### src/rtl/mem_lsu_if.sv
// Core-side request/response and data-RAM port bundle for the load/store unit.
// The slave modport is the LSU view; the master modport is the core + RAM view.
interface mem_lsu_if;
    logic        req_valid;
    logic        req_ready;
    logic        req_we;
    logic [31:0] req_addr;
    logic [31:0] req_wdata;
    logic [2:0]  req_u_b_h_w;
    logic        resp_valid;
    logic [31:0] resp_rdata;
    logic        resp_err;
    logic [31:0] addra;
    logic [31:0] dina;
    logic        wea;
    logic [2:0]  mem_u_b_h_w;
    logic [31:0] douta;

    modport slave (
        input  req_valid, req_we, req_addr, req_wdata, req_u_b_h_w, douta,
        output req_ready, resp_valid, resp_rdata, resp_err, addra, dina, wea, mem_u_b_h_w
    );

    modport master (
        output req_valid, req_we, req_addr, req_wdata, req_u_b_h_w, douta,
        input  req_ready, resp_valid, resp_rdata, resp_err, addra, dina, wea, mem_u_b_h_w
    );
endinterface

### src/rtl/mem_lsu.sv
// Load/store initiator: issues aligned RAM accesses directly and splits misaligned
// half/word accesses into unsigned-byte cycles, assembling and extending load data.
module mem_lsu #(
    parameter int unsigned RAM_BYTES = 128
) (
    input logic      clk,
    input logic      rst_n,
    mem_lsu_if.slave bus
);

    typedef enum logic [1:0] {StIdle, StAccess, StSplit, StResp} state_e;

    state_e      r_state;
    logic        r_we;
    logic        r_word;
    logic        r_unsigned;
    logic [31:0] r_addr;
    logic [31:0] r_wdata;
    logic [1:0]  r_k;
    logic [1:0]  r_last;
    logic [31:0] r_buf;
    logic        r_resp_valid;
    logic        r_resp_err;
    logic [31:0] r_resp_rdata;
    logic [31:0] r_addra;
    logic [31:0] r_dina;
    logic        r_wea;
    logic [2:0]  r_mem_code;

    logic [2:0]  w_req_n;
    logic [32:0] w_req_end;
    logic        w_req_err;
    logic        w_req_aligned;
    logic [31:0] w_buf_next;
    logic [31:0] w_split_rdata;
    logic [1:0]  w_k_next;
    logic [31:0] w_next_addr;
    logic [7:0]  w_next_byte;

    // Request decode; these only feed registers, never the RAM outputs directly.
    always_comb begin
        if (bus.req_u_b_h_w[1]) begin
            w_req_n = 3'd4;
        end else if (bus.req_u_b_h_w[0]) begin
            w_req_n = 3'd2;
        end else begin
            w_req_n = 3'd1;
        end
        w_req_end = {1'b0, bus.req_addr} + {30'b0, w_req_n} - 33'd1;
        w_req_err = w_req_end > 33'(RAM_BYTES - 1);
        if (bus.req_u_b_h_w[1]) begin
            w_req_aligned = (bus.req_addr[1:0] == 2'b00);
        end else if (bus.req_u_b_h_w[0]) begin
            w_req_aligned = ~bus.req_addr[0];
        end else begin
            w_req_aligned = 1'b1;
        end
    end

    // Split-cycle datapath: buffer including the byte arriving this cycle.
    always_comb begin
        w_buf_next = r_buf;
        w_buf_next[{r_k, 3'b000} +: 8] = bus.douta[7:0];
        if (r_word) begin
            w_split_rdata = w_buf_next;
        end else if (r_unsigned) begin
            w_split_rdata = {16'b0, w_buf_next[15:0]};
        end else begin
            w_split_rdata = {{16{w_buf_next[15]}}, w_buf_next[15:0]};
        end
        w_k_next    = r_k + 2'd1;
        w_next_addr = r_addr + {30'b0, w_k_next};
        w_next_byte = r_wdata[{w_k_next, 3'b000} +: 8];
    end

    always_ff @(posedge clk or negedge rst_n) begin
        if (!rst_n) begin
            r_state      <= StIdle;
            r_we         <= 1'b0;
            r_word       <= 1'b0;
            r_unsigned   <= 1'b0;
            r_addr       <= '0;
            r_wdata      <= '0;
            r_k          <= '0;
            r_last       <= '0;
            r_buf        <= '0;
            r_resp_valid <= 1'b0;
            r_resp_err   <= 1'b0;
            r_resp_rdata <= '0;
            r_addra      <= '0;
            r_dina       <= '0;
            r_wea        <= 1'b0;
            r_mem_code   <= '0;
        end else begin
            unique case (r_state)
                StIdle: begin
                    if (bus.req_valid) begin
                        r_we       <= bus.req_we;
                        r_word     <= bus.req_u_b_h_w[1];
                        r_unsigned <= bus.req_u_b_h_w[2];
                        r_addr     <= bus.req_addr;
                        r_wdata    <= bus.req_wdata;
                        r_k        <= 2'd0;
                        r_buf      <= '0;
                        if (bus.req_u_b_h_w[1]) begin
                            r_last <= 2'd3;
                        end else if (bus.req_u_b_h_w[0]) begin
                            r_last <= 2'd1;
                        end else begin
                            r_last <= 2'd0;
                        end
                        if (w_req_err) begin
                            r_state      <= StResp;
                            r_resp_valid <= 1'b1;
                            r_resp_err   <= 1'b1;
                            r_resp_rdata <= '0;
                        end else if (w_req_aligned) begin
                            r_state    <= StAccess;
                            r_addra    <= bus.req_addr;
                            r_dina     <= bus.req_wdata;
                            r_wea      <= bus.req_we;
                            r_mem_code <= bus.req_u_b_h_w;
                        end else begin
                            r_state    <= StSplit;
                            r_addra    <= bus.req_addr;
                            r_dina     <= {24'b0, bus.req_wdata[7:0]};
                            r_wea      <= bus.req_we;
                            r_mem_code <= 3'b100;
                        end
                    end
                end
                StAccess: begin
                    r_state      <= StResp;
                    r_resp_valid <= 1'b1;
                    r_resp_err   <= 1'b0;
                    r_resp_rdata <= r_we ? 32'd0 : bus.douta;
                    r_addra      <= '0;
                    r_dina       <= '0;
                    r_wea        <= 1'b0;
                    r_mem_code   <= '0;
                end
                StSplit: begin
                    r_buf <= w_buf_next;
                    if (r_k == r_last) begin
                        r_state      <= StResp;
                        r_resp_valid <= 1'b1;
                        r_resp_err   <= 1'b0;
                        r_resp_rdata <= r_we ? 32'd0 : w_split_rdata;
                        r_addra      <= '0;
                        r_dina       <= '0;
                        r_wea        <= 1'b0;
                        r_mem_code   <= '0;
                    end else begin
                        r_k     <= w_k_next;
                        r_addra <= w_next_addr;
                        r_dina  <= {24'b0, w_next_byte};
                    end
                end
                StResp: begin
                    r_state      <= StIdle;
                    r_resp_valid <= 1'b0;
                    r_resp_err   <= 1'b0;
                    r_resp_rdata <= '0;
                end
                default: begin
                    r_state <= StIdle;
                end
            endcase
        end
    end

    assign bus.req_ready   = (r_state == StIdle);
    assign bus.resp_valid  = r_resp_valid;
    assign bus.resp_err    = r_resp_err;
    assign bus.resp_rdata  = r_resp_rdata;
    assign bus.addra       = r_addra;
    assign bus.dina        = r_dina;
    assign bus.wea         = r_wea;
    assign bus.mem_u_b_h_w = r_mem_code;

endmodule

### src/flat_wrapper.sv
// flat-port wrapper written by rule: the top's interface ports become plain ports
module mem_lsu_flat 
#(
    parameter int unsigned RAM_BYTES = 128
)
  (clk, rst_n, bus_req_valid, bus_req_we, bus_req_addr, bus_req_wdata, bus_req_u_b_h_w, bus_douta, bus_req_ready, bus_resp_valid, bus_resp_rdata, bus_resp_err, bus_addra, bus_dina, bus_wea, bus_mem_u_b_h_w);
  mem_lsu_if bus_i ();
  input logic clk;
  input logic rst_n;
  input wire logic [$bits(bus_i.req_valid)-1:0] bus_req_valid;
  input wire logic [$bits(bus_i.req_we)-1:0] bus_req_we;
  input wire logic [$bits(bus_i.req_addr)-1:0] bus_req_addr;
  input wire logic [$bits(bus_i.req_wdata)-1:0] bus_req_wdata;
  input wire logic [$bits(bus_i.req_u_b_h_w)-1:0] bus_req_u_b_h_w;
  input wire logic [$bits(bus_i.douta)-1:0] bus_douta;
  output wire logic [$bits(bus_i.req_ready)-1:0] bus_req_ready;
  output wire logic [$bits(bus_i.resp_valid)-1:0] bus_resp_valid;
  output wire logic [$bits(bus_i.resp_rdata)-1:0] bus_resp_rdata;
  output wire logic [$bits(bus_i.resp_err)-1:0] bus_resp_err;
  output wire logic [$bits(bus_i.addra)-1:0] bus_addra;
  output wire logic [$bits(bus_i.dina)-1:0] bus_dina;
  output wire logic [$bits(bus_i.wea)-1:0] bus_wea;
  output wire logic [$bits(bus_i.mem_u_b_h_w)-1:0] bus_mem_u_b_h_w;
  assign bus_i.req_valid = bus_req_valid;
  assign bus_i.req_we = bus_req_we;
  assign bus_i.req_addr = bus_req_addr;
  assign bus_i.req_wdata = bus_req_wdata;
  assign bus_i.req_u_b_h_w = bus_req_u_b_h_w;
  assign bus_i.douta = bus_douta;
  assign bus_req_ready = bus_i.req_ready;
  assign bus_resp_valid = bus_i.resp_valid;
  assign bus_resp_rdata = bus_i.resp_rdata;
  assign bus_resp_err = bus_i.resp_err;
  assign bus_addra = bus_i.addra;
  assign bus_dina = bus_i.dina;
  assign bus_wea = bus_i.wea;
  assign bus_mem_u_b_h_w = bus_i.mem_u_b_h_w;
  mem_lsu #(.RAM_BYTES(RAM_BYTES)) u_core (.clk(clk), .rst_n(rst_n), .bus(bus_i));
endmodule
### config.mk
export PLATFORM = sky130hd
export DESIGN_NAME = mem_lsu_flat
export DESIGN_NICKNAME = d
export VERILOG_FILES = /design/src/rtl/mem_lsu_if.sv /design/src/rtl/mem_lsu.sv /design/src/flat_wrapper.sv
export SDC_FILE = /design/constraint.sdc
export NUM_CORES = 1
export LEC_CHECK = 0
export BUFFER_PORTS_ARGS = -buffer_cell sky130_fd_sc_hd__clkbuf_2
export CAP_MARGIN = 20
export CORE_MARGIN = 2
export CORE_UTILIZATION = 40
export CTS_BUF_LIST = sky130_fd_sc_hd__clkbuf_4
export DETAILED_ROUTE_END_ITERATION = 8
export PLACE_DENSITY = 0.65
export SLEW_MARGIN = 0
export SYNTH_ARGS = -nofsm -noshare
export SYNTH_HDL_FRONTEND = slang
export SYNTH_SLANG_ARGS = --single-unit
### constraint.sdc
create_clock -name clk -period 5.37 [get_ports clk]
set_input_delay 0.8055 -clock clk [delete_from_list [all_inputs] [get_ports clk]]
set_output_delay 0.8055 -clock clk [all_outputs]
set_load 0.05 [all_outputs]
; Word level (Yosys, flattened, before mapping)
; Index checks and enable logic that the tools add are counted.
[totals]
regBits = 207
inputBits = 103
word_cells = 95
[classes]
add_sub_neg = 5
order_cmp = 1
eq_ne = 9
n_shift = 3
muxes = 48
n_bitwise = 1
n_reduce_logical = 12
[ops]
columns = operator, n
row1 = 2-to-1 mux 32 bit, 14
row2 = case mux 32 bit (3 select lines), 2
row3 = case mux 32 bit (4 select lines), 1
row4 = case mux 32 bit (2 select lines), 1
row5 = adder 32 x 3 -> 33 bit, 1
row6 = "> comparator 33 x 7 -> 1 bit, second input constant", 1
row7 = "subtractor 33 x 1 -> 33 bit, second input constant", 1
row8 = adder 32 x 2 -> 32 bit, 1
row9 = bitwise mux 32 bit, 1
row10 = "variable shift 8 x 7 -> 32 bit, first input constant", 1
row11 = indexed part select 32 x 6 -> 8 bit, 1
row12 = indexed part select 8 x 7 -> 32 bit, 1
row13 = 2-to-1 mux 2 bit, 8
row14 = 2-to-1 mux 3 bit, 5
row15 = 2-to-1 mux 1 bit, 9
row16 = case mux 3 bit (3 select lines), 1
row17 = AND reduction 3 bit, 3
row18 = 2-to-1 mux 8 bit, 1
row19 = case mux 2 bit (4 select lines), 1
row20 = negation 5 -> 7 bit, 1
row21 = "inequality test 2 bit, second input constant", 3
row22 = case mux 1 bit (3 select lines), 2
row23 = AND reduction 2 bit, 3
row24 = "equality test 2 bit, second input constant", 2
row25 = 12 further kinds, 14

; Depth between registers and ports, before layout
; Gate-level depths: netlist (run 1).
[depth]
ltp_word = 8
depth_mapped = 18
depth_no_buf = 16

; Least setup slack after synthesis (run 1)
; OpenSTA, ideal clock, no wires.
[synth_timing]
path_type = input-to-reg
from = input bus_req_u_b_h_w[1]
to = register u_core.r_dina[12], in the netlist u_core.bus.dina[12]
setup_time_ps = 120
arrival_time_ps = 4438
slack_ps = 812
path_stages = 17
path_cell_list = inv_1 > nand2_1 > ha_1 > inv_1 > ha_1 > fa_1 > a211oi_1 > o21ai_1 > mux2_2 > nor4b_1 > o2111ai_1 > a2111oi_4 > nand4_4 > or3_1 > clkbuf_1 > and3_1 > a31o_2
[synth_between]
elab_chain_len = 6
[synth_rtl]
columns = item, line
row1 = start: declaration, flat_wrapper.sv:14  ; input wire logic [$bits(bus_i.req_u_b_h_w)-1:0] bus_req_u_b_h_w;
row2 = 2-to-1 mux 3 bit, mem_lsu.sv:42  ; if (bus.req_u_b_h_w[1]) begin
row3 = adder 32 x 3 -> 33 bit, mem_lsu.sv:49  ; w_req_end = {1'b0, bus.req_addr} + {30'b0, w_req_n} - 33'd1;
row4 = subtractor 33 x 1 -> 33 bit, mem_lsu.sv:49
row5 = > comparator 33 x 7 -> 1 bit, mem_lsu.sv:50  ; w_req_err = w_req_end > 33'(RAM_BYTES - 1);
row6 = inequality test 2 bit (no line), n/a
row7 = AND reduction 3 bit (no line), n/a
row8 = end signal: assignment, mem_lsu.sv:120  ; r_dina <= bus.req_wdata;
row9 = end signal: assignment, mem_lsu.sv:126  ; r_dina <= {24'b0, bus.req_wdata[7:0]};
row10 = end signal: assignment, mem_lsu.sv:156  ; r_dina <= {24'b0, w_next_byte};
row11 = end: declaration, mem_lsu.sv:26  ; logic [31:0] r_dina;
; Several ways; a longest one is shown, not always the timed one. The select of a mux whose other input is x is not followed.
; A chain may end at the register's enable or synchronous reset.

; Final worst setup path (run 1)
[layout_timing]
from = input bus_req_u_b_h_w[1]
to = register u_core.r_dina[29], in the netlist u_core.bus.dina[29]
; The elaborated chain is that of the path after synthesis.

==> out/results.ini, run 1 <==
[die]
dieArea_um2=32700
start_util=0.408
core_region_area_um2=30700
die_h_um=181
rows=64
io_pins=206
die-width_um=181

[global_route]
grt-ovfl-total=0
grt_pass1_vias=10900
grt_pass1_wl_um=57900
antenna_found_initial=1
grt_max_degree=125
grt_use_total=0.217

[outcome]
status=completed

[timing]
slew_headroom=0.285
finalCritPeriodShare=0.847
holdWs_ns=0.171
max_freq_mhz=220
setup_viol=0
hold_viol=0
grt_setup_unrepaired=false
fin_skew_ns=0.0413
slew_violations=0
tns_ns=0
tightest_slew_ns=1.07
post-route-min-period_ns=4.55

[worst_hold_path]
min_path_type=in2async

[yosys]
ys_seq_area_frac=0.412
synth_top_cell_area_share=0.412
synth.lib_cells_used.distinct=78
syn_inst=1344
async_reset_ff_frac=1.00
synth_edf_count=0
synth_top_cell_by_area=dfrtp_1
ys_warn_count=0
synth-seq-cells=206
synth_nets=1495
synth.area.top_cells=dfrtp_1 41%, mux2_2 5.7%, o21ai_0 4.9%, ha_1 4.6%, nand2_1 4.0%
mappedNetlistArea_um2=12500
synth_area_per_cell_um2=9.31
synth-main-ff-cell=dfrtp_1

[setup_path]
start_kind=input port
cp_top_family=compound AO/OA/AOI/OAI gates
cp_max_fo=24
r2r-start=u_core.r_k[0]$_DFFE_PN0P_
crit_type=in2reg
r2r_cells=12
rrSetupSlack_ns=1.29
endpoint_kind=flop
crit_arrival_ns=5.13
slowest_delay_ns=0.50
crit_chain=clkbuf_2 -> inv_1 -> nand2_1 -> ha_1 -> inv_1 -> ha_1 -> fa_1 -> a211oi_1 -> o21ai_1 -> mux2_2 -> nor4b_1 -> o2111ai_1 -> a2111oi_4 -> nand4_4 -> or3_1 -> buf_12 -> and3_1 -> a31o_2
worst_path_max_delay_cell=or3_1
cp_num_buf_inv=4
r2r-end=u_core.bus.addra[26]$_DFFE_PN0P_
required_ns=5.96

[clock_tree]
clk_latency_ns=0.72
cts_resized=0
cts_hold_buf=0
clk_pin_slew_ns=0.07
cts_tree=yes
cts_root_buf=clkbuf_4
cts_sinks=206
cts_buffers=57
cts_setup_buffers=0
ctsHtreeMaxLevel=2
clockBufferDepth=3

[detailed_routing]
drtPass1Iterations=5
drc_errors=0
detail_route.wl_per_cell_um=18.3
first_iter_violations=705
vias_per_cell=5.49
postRouteAntennaNets=0
vias=10900
wl_um=36200

[pwr]
irDropWorstVdd_v=0.000408
power_leakage_nw=6.90
powerDensity_nw_per_um2=553

[final_layout]
fin_area_um2=14600
finalNetCount=1696
area_growth_pct=17.1
drive_gt1_frac=0.266

[place]
dp_hpwl_um=25900
place_area_um2=13900
port_buffers=205
place.gp.congestion=0.940

[flow_run]
maxCapViolCount=0

how the worst max path moves through the flow:
stage	startpoint	to	slack (ns)	cells past startpoint
final	bus_req_u_b_h_w[1]	u_core.bus.dina[29]$_DFFE_PN0P_	0.82	18
after global routing	bus_req_u_b_h_w[1]	u_core.bus.dina[29]$_DFFE_PN0P_	0.66	18
after CTS	bus_req_u_b_h_w[1]	u_core.bus.dina[29]$_DFFE_PN0P_	0.87	18
after detailed placement	bus_req_u_b_h_w[1]	u_core.bus.dina[29]$_DFFE_PN0P_	0.12	18
after global placement	bus_req_u_b_h_w[1]	u_core.bus.dina[29]$_DFFE_PN0P_	0.28	18
after floorplan	bus_req_u_b_h_w[1]	u_core.bus.dina[12]$_DFFE_PN0P_	0.81	17
report_power, final:
part           total [W]  internal, W  switching [W]  leakage (nW)
Clock            0.00137     0.000656       0.000713         0.400
Combinational    0.00431      0.00154        0.00276          3.80
Sequential       0.00242      0.00206       0.000355          2.70
Total            0.00809      0.00426        0.00383          6.90
routing by layer:
| layer | routed length, µm | up-vias | GRT usage |
|---|---|---|---|
| met5 | 0 | - | 0 |
| met4 | 1030 | 0 | 0.0755 |
| met3 | 2060 | 67 | 0.0409 |
| met2 | 16400 | 318 | 0.341 |
| met1 | 16800 | 5241 | 0.301 |
| li1 | - | 5281 | - |
cell families after synthesis:
group | synth area share
adders and majority gates | 0.0492
AOI/OAI and AO/OA | 0.207
buffers and inverters | 0.0568
and+or+nand+nor | 0.148
muxes | 0.0975
DFF | 0.412
xor gates and xnor gates | 0.0294
layout by cell type (no fill, tap or decap), types with 22 or more instances in the layout:
master / count
xor2_1: 25
nand2_1: 134
clkinv_1: 22
nor2_1: 55
o21ai_0: 122
and3_1: 40
nand3_1: 43
clkbuf_4: 75
mux2_2: 63
clkbuf_2: 204
inv_1: 96
a21oi_1: 95
o22ai_1: 47
dfrtp_1: 206
ha_1: 45
sequential cells by signal, indices dropped and copies added (netlist names), 2 cells and up:
signal / count
u_core.bus.addra: 32
u_core.bus.dina: 32
u_core.bus.mem_u_b_h_w: 3
u_core.bus.resp_rdata: 32
u_core.r_addr: 32
u_core.r_buf: 32
u_core.r_k: 2
u_core.r_last: 2
u_core.r_state: 2
u_core.r_wdata: 32
layout make-up:
| cell class | count | area [µm²] |
|---|---|---|
| inverter | 96 | 360 |
| timing repair buffer | 227 | 1280 |
| tap | 396 | 495 |
| antenna | 1 | 2.50 |
| sequential | 206 | 5150 |
| multi-input combinational | 957 | 6680 |
| clock inverter | 27 | 115 |
| clock buffer | 75 | 563 |
| fill | 2986 | 16000 |
worst reg2reg max path: cells and delay by family, from the launching register on:
family | cells | cell delay, ns
and+or+nand+nor | 4 | 1.55
adders and majority gates | 2 | 0.86
buffers and inverters | 3 | 0.53
AOI/OAI and AO/OA | 2 | 0.44
DFF | 1 | 0.35
xor gates and xnor gates | 1 | 0.21
cells in the mapped netlist (all sizes together) (3+ instances only):
master / number
xor2: 25
mux2i: 3
and4: 7
xnor2: 17
nor2b: 21
inv: 96
dfrtp: 206
nor4: 5
nand4: 11
o22ai: 47
buf: 17
mux2: 83
a21oi: 99
nand3: 43
a211oi: 15
a2bb2oi: 17
clkbuf: 68
o211ai: 7
nor2: 56
o21ai: 132
o21a: 5
and2: 5
nor4b: 4
nor3: 12
mux4: 8
and3: 41
or3: 8
ha: 46
a22oi: 3
a31o: 24
a21o: 4
nand2: 136
nand2b: 6
o31ai: 8
or4: 5
a22o: 16
metrics by stage:
step                power, W  setup WS (ns)  instances  utilization
detailed placement   0.00673          0.123       1880        0.455
global placement     0.00665          0.276       1877        0.453
floorplan            0.00561          0.812       1344            -
finish               0.00809          0.824       1985        0.478
global route         0.00864          0.661       1985        0.478
CTS                  0.00815          0.872       1982        0.477
(Power assumes the default switching activity.)
==> run 2: changes to the inputs <==
==> constraint.sdc (replaced) <==
create_clock -name clk -period 4.55 [get_ports clk]
set_input_delay 0.6825 -clock clk [delete_from_list [all_inputs] [get_ports clk]]
set_output_delay 0.6825 -clock clk [all_outputs]
set_load 0.05 [all_outputs]
==> run 2 against run 1 <==
  * First-iteration DRC count up 0.85%
  * Critical path depth unchanged
  * Clock-buffer cell count down 2
  * Power up 20%
  * Clock power up 26%
  * Die area unchanged
  * Highest routed layer unchanged
  * Design area up 2.2%
  * Combinational power up 20%
  * Routed wire length up 1.4%
  * Clock skew down 0.0081 ns
  * Sequential power up 19%
==> out/results.ini, run 2 (synthesis results as in run 1) <==
[final_layout]
fin_area_um2=15000  ; +2.2%
final_common_cell=dfrtp_1
drive_gt1_frac=0.284  ; +0.0186
finalNetCount=1728  ; +1.9%
final_cell_mix=206 x dfrtp_1, 204 x clkbuf_2, 134 x nand2_1
fillers=2973  ; -0.44%
area_growth_pct=19.6
layout.cells.non_filler=2015  ; +1.5%
regArea_um2=5150  ; unchanged
multi_input_area_um2=6680  ; unchanged

[global_route]
antenna_found_initial=1  ; unchanged
grt_pass1_wl_um=59900  ; +3.4%
grt_use_total=0.224  ; +0.00698
grt_pass1_vias=11200  ; +3.2%
grt-ovfl-total=0  ; unchanged
grt_max_degree=95  ; -24%

[die]
die-width_um=181  ; unchanged
die_h_um=181  ; unchanged
io_pins=206  ; unchanged
rows=64  ; unchanged
core_region_area_um2=30700  ; unchanged
dieArea_um2=32700  ; unchanged
start_util=0.408  ; unchanged

[detailed_routing]
wl_um=36800  ; +1.4%
postRouteAntennaNets=0  ; unchanged
drtPass1Iterations=5  ; unchanged
vias_per_cell=5.52  ; +0.50%
detail_route.wl_per_cell_um=18.2  ; about the same
vias=11100  ; +2.0%
drc_errors=0  ; unchanged
first_iter_violations=711  ; +0.85%

[clock_tree]
ctsHtreeMaxLevel=2  ; unchanged
cts_root_buf=clkbuf_4
clockBufferDepth=3  ; unchanged
clk_latency_ns=0.72  ; about the same
cts_resized=0  ; unchanged
cts_buffers=56  ; -1.8%
cts_sinks=206  ; unchanged
cts_hold_buf=0  ; unchanged
clk_pin_slew_ns=0.08  ; about the same
cts_setup_buffers=0  ; unchanged
cts_tree=yes

[setup_path]
crit_arrival_ns=4.60  ; -0.53 ns
start_kind=input port
cp_max_fo=4  ; -83%
crit_type=in2reg
required_ns=5.14  ; -0.82 ns
endpoint_kind=flop

[timing]
max_freq_mhz=249
post-route-min-period_ns=4.01
slew_headroom=0.306  ; +0.0203
hold_viol=0  ; unchanged
holdWs_ns=0.0258  ; -0.145 ns
fin_skew_ns=0.0331  ; -0.00812 ns
grt_setup_unrepaired=false
setup_viol=0  ; unchanged
finalCritPeriodShare=0.881
slew_violations=0  ; unchanged
tightest_slew_ns=1.04  ; -0.0326 ns

[place]
place_inst=1915  ; +1.9%
dp_hpwl_um=26400  ; +1.9%
port_buffers=205  ; unchanged
place.gp.congestion=0.899  ; -4.4%
place_area_um2=14200  ; +2.2%

[flow_run]
maxCapViolCount=0  ; unchanged

[pwr]
power_leakage_nw=7.09  ; +2.8%
irDropWorstVdd_v=0.000480  ; +17%
powerDensity_nw_per_um2=651  ; +18%

[outcome]
status=completed

[worst_hold_path]
min_path_type=in2async

-- run 2: changes by cell type in the layout (fill, tap and decap cells not counted), moves of 2 or more --
cell	previous run	this run
clkinv_1	22	14
bufinv_16	0	2
buf_4	14	45
buf_12	5	8
clkbuf_4	75	73
clkinv_2	3	7
-- run 2: power breakdown --
part | switching [W] | internal, W
combinational | 0.00327 | 0.00189
clock | 0.000849 | 0.000872
sequential | 0.000433 | 0.00243
-- run 2: metrics by stage --
stage / utilization / setup WS [ns] / setup TNS (ns) / power (W)
3_3_place_gp: 0.464 / -0.0994 / -5.79 / 0.00796
5_1_grt: 0.488 / 0.198 / 0 / 0.0104
2_1_floorplan: - / 0.115 / 0 / 0.00662
4_1_cts: 0.488 / 0.596 / 0 / 0.00985
6_report: 0.488 / 0.541 / 0 / 0.00975
3_5_place_dp: 0.464 / -0.108 / -5.93 / 0.00808
-- run 2: final cells by class --
cell class | instances | share of cell area
clock buffers | 73 | 0.0366
multi-input cells | 957 | 0.446
inverters | 96 | 0.0241
diodes | 1 | 0.000167
clock inverters | 26 | 0.0113
flip-flops and latches | 206 | 0.344
repair buffers | 260 | 0.104
well taps | 396 | 0.0331
-- run 2: worst max-delay path: stages --
cell       delay [ns]
clkbuf_2         0.09
inv_1            0.06
nand2_1          0.05
ha_1             0.26
inv_1            0.04
ha_1             0.22
fa_1             0.37
a211oi_1         0.33
o21ai_1          0.13
mux2_2           0.30
nor4b_1          0.31
o2111ai_1        0.23
a2111oi_4        0.42
nand4_4          0.13
buf_4            0.17
o311ai_0         0.38
o31ai_1          0.15
a311o_1          0.29
-- run 2: path summary, 6_finish.rpt --
path	start	endpoint	slack (ns)	cells after the start
worst min-delay path	rst_n	u_core.bus.resp_rdata[29]$_DFFE_PN0P_	0.03	1
max in group asynchronous	rst_n	u_core.bus.addra[10]$_DFFE_PN0P_	3.39	2
worst max register to register	u_core.r_k[0]$_DFFE_PN0P_	u_core.bus.addra[26]$_DFFE_PN0P_	0.74	11
worst min register to register	u_core.r_buf[15]$_DFFE_PN0P_	u_core.r_buf[15]$_DFFE_PN0P_	0.47	2
min in group clk	bus_req_we	u_core.r_we$_DFFE_PN0P_	0.22	2
worst max-delay path	bus_req_u_b_h_w[1]	u_core.bus.addra[26]$_DFFE_PN0P_	0.54	18
-- run 2: per-layer routing --
metal	global-route usage	routed length, µm	vias to the layer above
met1	0.310	16700	5367
met2	0.356	16800	352
met4	0.0697	914	0
li1	-	-	5337
met3	0.0439	2320	71
met5	0	0	-
